File: src/rtl/ram_arbiter.sv
// ram_arbiter: two-requester round-robin arbiter in front of a single-port RAM,
// one access per three cycles with fully registered outputs.
module ram_arbiter #(
    parameter int DATA_W = 32,
    parameter int ADDR_W = 16
) (
    input  logic                Clk,
    input  logic                Rst_n,
    input  logic [1:0]          Req,
    input  logic [1:0]          Req_RW,
    input  logic [2*ADDR_W-1:0] Req_Addr,
    input  logic [2*DATA_W-1:0] Req_WData,
    output logic [1:0]          Ack,
    output logic [DATA_W-1:0]   RData,
    output logic                Busy,
    output logic                Mem_Enable,
    output logic                Mem_RW,
    output logic [ADDR_W-1:0]   Mem_Address,
    output logic [DATA_W-1:0]   Mem_In,
    input  logic [DATA_W-1:0]   Mem_Out
);

    typedef enum logic [1:0] {IDLE, ACCESS, DONE} state_t;

    state_t              state, state_nx;
    logic                grant, grant_nx;
    logic                last, last_nx;
    logic                pick;
    logic [1:0]          ack_nx;
    logic [DATA_W-1:0]   rdata_nx;
    logic                busy_nx;
    logic                en_nx;
    logic                rw_nx;
    logic [ADDR_W-1:0]   addr_nx;
    logic [DATA_W-1:0]   in_nx;

    // On a tie the requester that was not served last wins; otherwise the lone requester.
    assign pick = (Req == 2'b11) ? ~last : Req[1];

    // State register, grant index and round-robin pointer.
    always_ff @(posedge Clk or negedge Rst_n) begin
        if (!Rst_n) begin
            state <= IDLE;
            grant <= 1'b0;
            last  <= 1'b1;
        end else begin
            state <= state_nx;
            grant <= grant_nx;
            last  <= last_nx;
        end
    end

    // Next state plus next value of every output; outputs default to their idle values.
    always_comb begin
        state_nx = state;
        grant_nx = grant;
        last_nx  = last;
        ack_nx   = 2'b00;
        rdata_nx = RData;
        busy_nx  = 1'b0;
        en_nx    = 1'b0;
        rw_nx    = 1'b1;
        addr_nx  = '0;
        in_nx    = '0;
        case (state)
            IDLE: begin
                if (|Req) begin
                    state_nx = ACCESS;
                    grant_nx = pick;
                    busy_nx  = 1'b1;
                    en_nx    = 1'b1;
                    rw_nx    = Req_RW[pick];
                    addr_nx  = pick ? Req_Addr[2*ADDR_W-1:ADDR_W] : Req_Addr[ADDR_W-1:0];
                    in_nx    = pick ? Req_WData[2*DATA_W-1:DATA_W] : Req_WData[DATA_W-1:0];
                end
            end
            ACCESS: begin
                state_nx = DONE;
                busy_nx  = 1'b1;
                ack_nx   = grant ? 2'b10 : 2'b01;
                rdata_nx = Mem_RW ? Mem_Out : RData;
            end
            DONE: begin
                state_nx = IDLE;
                last_nx  = grant;
            end
            default: state_nx = IDLE;
        endcase
    end

    // Output flops; reset aborts any transaction in flight without Ack or RData update.
    always_ff @(posedge Clk or negedge Rst_n) begin
        if (!Rst_n) begin
            Ack         <= 2'b00;
            RData       <= '0;
            Busy        <= 1'b0;
            Mem_Enable  <= 1'b0;
            Mem_RW      <= 1'b1;
            Mem_Address <= '0;
            Mem_In      <= '0;
        end else begin
            Ack         <= ack_nx;
            RData       <= rdata_nx;
            Busy        <= busy_nx;
            Mem_Enable  <= en_nx;
            Mem_RW      <= rw_nx;
            Mem_Address <= addr_nx;
            Mem_In      <= in_nx;
        end
    end

    a_ack_onehot: assert property (@(posedge Clk) disable iff (!Rst_n) $onehot0(Ack));
    a_en_access:  assert property (@(posedge Clk) disable iff (!Rst_n) Mem_Enable |-> state == ACCESS);

endmodule

File: config.mk
export PLATFORM = sky130hd
export DESIGN_NAME = ram_arbiter
export DESIGN_NICKNAME = d
export VERILOG_FILES = /design/src/rtl/ram_arbiter.sv
export SDC_FILE = /design/constraint.sdc
export NUM_CORES = 1
export LEC_CHECK = 0
export BUFFER_PORTS_ARGS = -buffer_cell sky130_fd_sc_hd__buf_2
export CORE_UTILIZATION = 25
export DETAILED_ROUTE_END_ITERATION = 10
export HOLD_SLACK_MARGIN = 0.15
export PLACE_DENSITY = 0.55
export SYNTH_ARGS = -nofsm -noshare
export SYNTH_HDL_FRONTEND = slang
export SYNTH_SLANG_ARGS = --single-unit
File: constraint.sdc
create_clock -name Clk -period 2.6 [get_ports Clk]
set_clock_uncertainty 0.1 [all_clocks]
set_input_delay 0.26 -clock Clk [delete_from_list [all_inputs] [get_ports Clk]]
set_output_delay 0.26 -clock Clk [all_outputs]
set_load 0.05 [all_outputs]
==> flow_summary.ini <==
[critical_path]
timing.rr.start = last
worst_ep_arrival_time_ps = 2620
path_class = in2reg
max_stage_delay_ps = 550
critPathLaunch = Req[1]
critPathSlowestCell = dlygate4sd3_1
cp_max_fo = 31
crit_path_cell_trace = dlygate4sd3_1, buf_2, o21ai_4, buf_4, inv_1, nand3_1, dlygate4sd3_1
setup.worst_path.end_class = flop
start_kind = input port
cp_common_cell = dlygate4sd3_1
worst-r2r-setup-slack_ps = 330
cp.required_ps = 2770

[timing]
finalSetupTns_ps = 0
setup_viol = 0
rsz0062_at_grt = no
fmax_ghz = 0.4095
period_needed_ps = 2442
report.final.slew_viol_count = 0
tightest_slew_ps = 631.1
finalCritPeriodShare_pct = 93.93
hold_viol_final = 0
slew_headroom_pct = 57.68

[synthesis]
syn_nets = 435
synthesis.area_mm2 = 0.003566
synthCells = 301
yosys.area.top_type_share_pct = 61.05
seq_area_frac_synth_pct = 62.53
synth.distinct_cells = 23
yosys_warnings = 0
syn_area_per_cell_um2 = 11.85
yosysTopAreaCell = dfrtp_1
ys_ff_latch = 89
synthTopCellsByArea = dfrtp_1 61%, mux2_4 13%, nand2_1 10%

[cts]
cts.sinks = 89
numCtsBuffers = 9
insertion_delay_ps = 330
h-tree-depth = 3
root_buffer = clkbuf_16
path_clk_slew_ps = 60
clk_path_buf_depth = 2
cts_setup_buffers = 0
cts_tree = built

[die]
die_y_um = 121.4
fp-row-count = 43
coreArea_mm2 = 0.01388
die_area_mm2 = 0.01475
boundaryPins = 219
start_util_pct = 25.69
die_width_um = 121.4

[min_path]
min_path_type = in2reg
hp-start = Req[0]

[routing]
drt-met1-wl_mm = 4.407
met2_wirelength_mm = 5.500
antenna_left = 0
finalWirelength_mm = 11.02
dr.pass1.iters = 4
top_layer = met5
first_iter_violations = 93
vias = 3530
wl_per_cell_um = 13.19
remaining_drc_errors = 0
wl_met3_um = 832
viasPerCell = 4.228

[final_layout]
fillers = 1292
antenna_cells = 0
multi_input_area_mm2 = 0.001226
fin_area_mm2 = 0.006497
seqCellArea_mm2 = 0.002230
synthToLayoutAreaGrowth_pct = 82.21
final_common_cell = buf_2
drive_above_1_share_pct = 42.75
final_nets = 784
final_cell_mix = 217 x buf_2, 132 x dlygate4sd3_1, 98 x nand2_1

[outcome]
outcome = finished clean

[global_routing]
grt_max_degree = 47
antenna_found_initial = 1
grt_pass1_vias = 3580
gr-total-overflow = 0
grt_pass1_wl_mm = 16.86
grt.total_usage_pct = 15.05

[placement]
io_buffers = 218
placed_area_mm2 = 0.004815
place_congestion = 0.7097
hpwl_mm = 6.789

[pwr]
p_leak_nw = 3.502
power_mw = 7.759
ir_drop_mv = 0.4015
pwr_density_cell_mw_per_mm2 = 1194

[run]
maxCapViolCount = 0
## where the power goes
| part | internal [mW] | leakage (nW) | switching (mW) |
|---|---|---|---|
| Combinational | 1.44 | 2.22 | 2.69 |
| Clock | 0.938 | 0.162 | 0.534 |
| Sequential | 1.92 | 1.12 | 0.231 |
## layer usage
metal  vias to the layer above  global-route usage (%)
li1                       1688                       -
met1                      1652                   17.27
met2                       162                   25.00
met3                        26                   4.699
met4                         2                   7.870
met5                         -                       0
## through the flow
| step | util, % | std cells | hold slack, ps | worst slack, ps |
|---|---|---|---|---|
| final | 46.81 | 835 | 220.1 | 157.9 |
| after global routing | 46.81 | 835 | 215.7 | 33.59 |
| after CTS | 46.68 | 834 | 166.0 | 75.66 |
| after detailed placement | 34.69 | 686 | 206.0 | 738.9 |
| after global placement | 34.69 | 686 | 194.1 | 807.5 |
| after floorplan | - | 301 | -135.6 | 1090 |
## worst max-delay path: cells and delay by family
kind            cells  cell delay [ps]
buf+inv             5             1790
compound gates      1              470
simple gates        1               90
## worst paths after layout
path,to,cells past startpoint
min in group asynchronous,RData[15],2
setup reg to reg,Mem_Address[5],5
hold / removal,Busy,3
hold reg to reg,Ack[0],1
setup / recovery,Mem_RW,7
max in group asynchronous,Mem_RW,3
## cells in the mapped netlist, drive strengths merged
master / n
a21bo: 1
clkbuf: 1
and2b: 1
buf: 17
nand2: 99
inv: 2
a22o: 1
nor3: 1
nor2b: 2
o21ai: 1
mux2: 33
a21oi: 48
nor2: 2
and2: 1
dfstp: 2
a21boi: 1
dfrtp: 87
nand3: 1
## registers in the layout (all words and copies together), names as in the netlist, 2 cells and up
register	flops
RData	32
Mem_In	32
Ack	2
state	2
Mem_Address	16
## layout make-up
cell class	instances	area share (%)
Clock buffer	9	3.466
Multi-Input combinational cell	193	18.87
Clock inverter	7	1.829
Inverter	2	0.1155
Timing Repair Buffer	355	37.94
Sequential cell	89	34.32
Tap cell	180	3.466
## kinds of logic (layout without fill, tap and decap cells)
group / count (synthesis) / count (layout) / synth area share, %
buffers and inverters: 20 / 373 / 4.105
muxes: 33 / 33 / 13.58
DFF: 89 / 89 / 62.53
and+or+nand+nor: 107 / 107 / 12.07
AOI/OAI and AO/OA: 52 / 53 / 7.719
## timing repair
item | CTS | global route
hold endpoints to repair | 126 | 0
setup endpoints to repair | 0 | 24
hold buffers | 132 | 0
resized for setup | 0 | 1
Power figures use the tool's default switching activity.
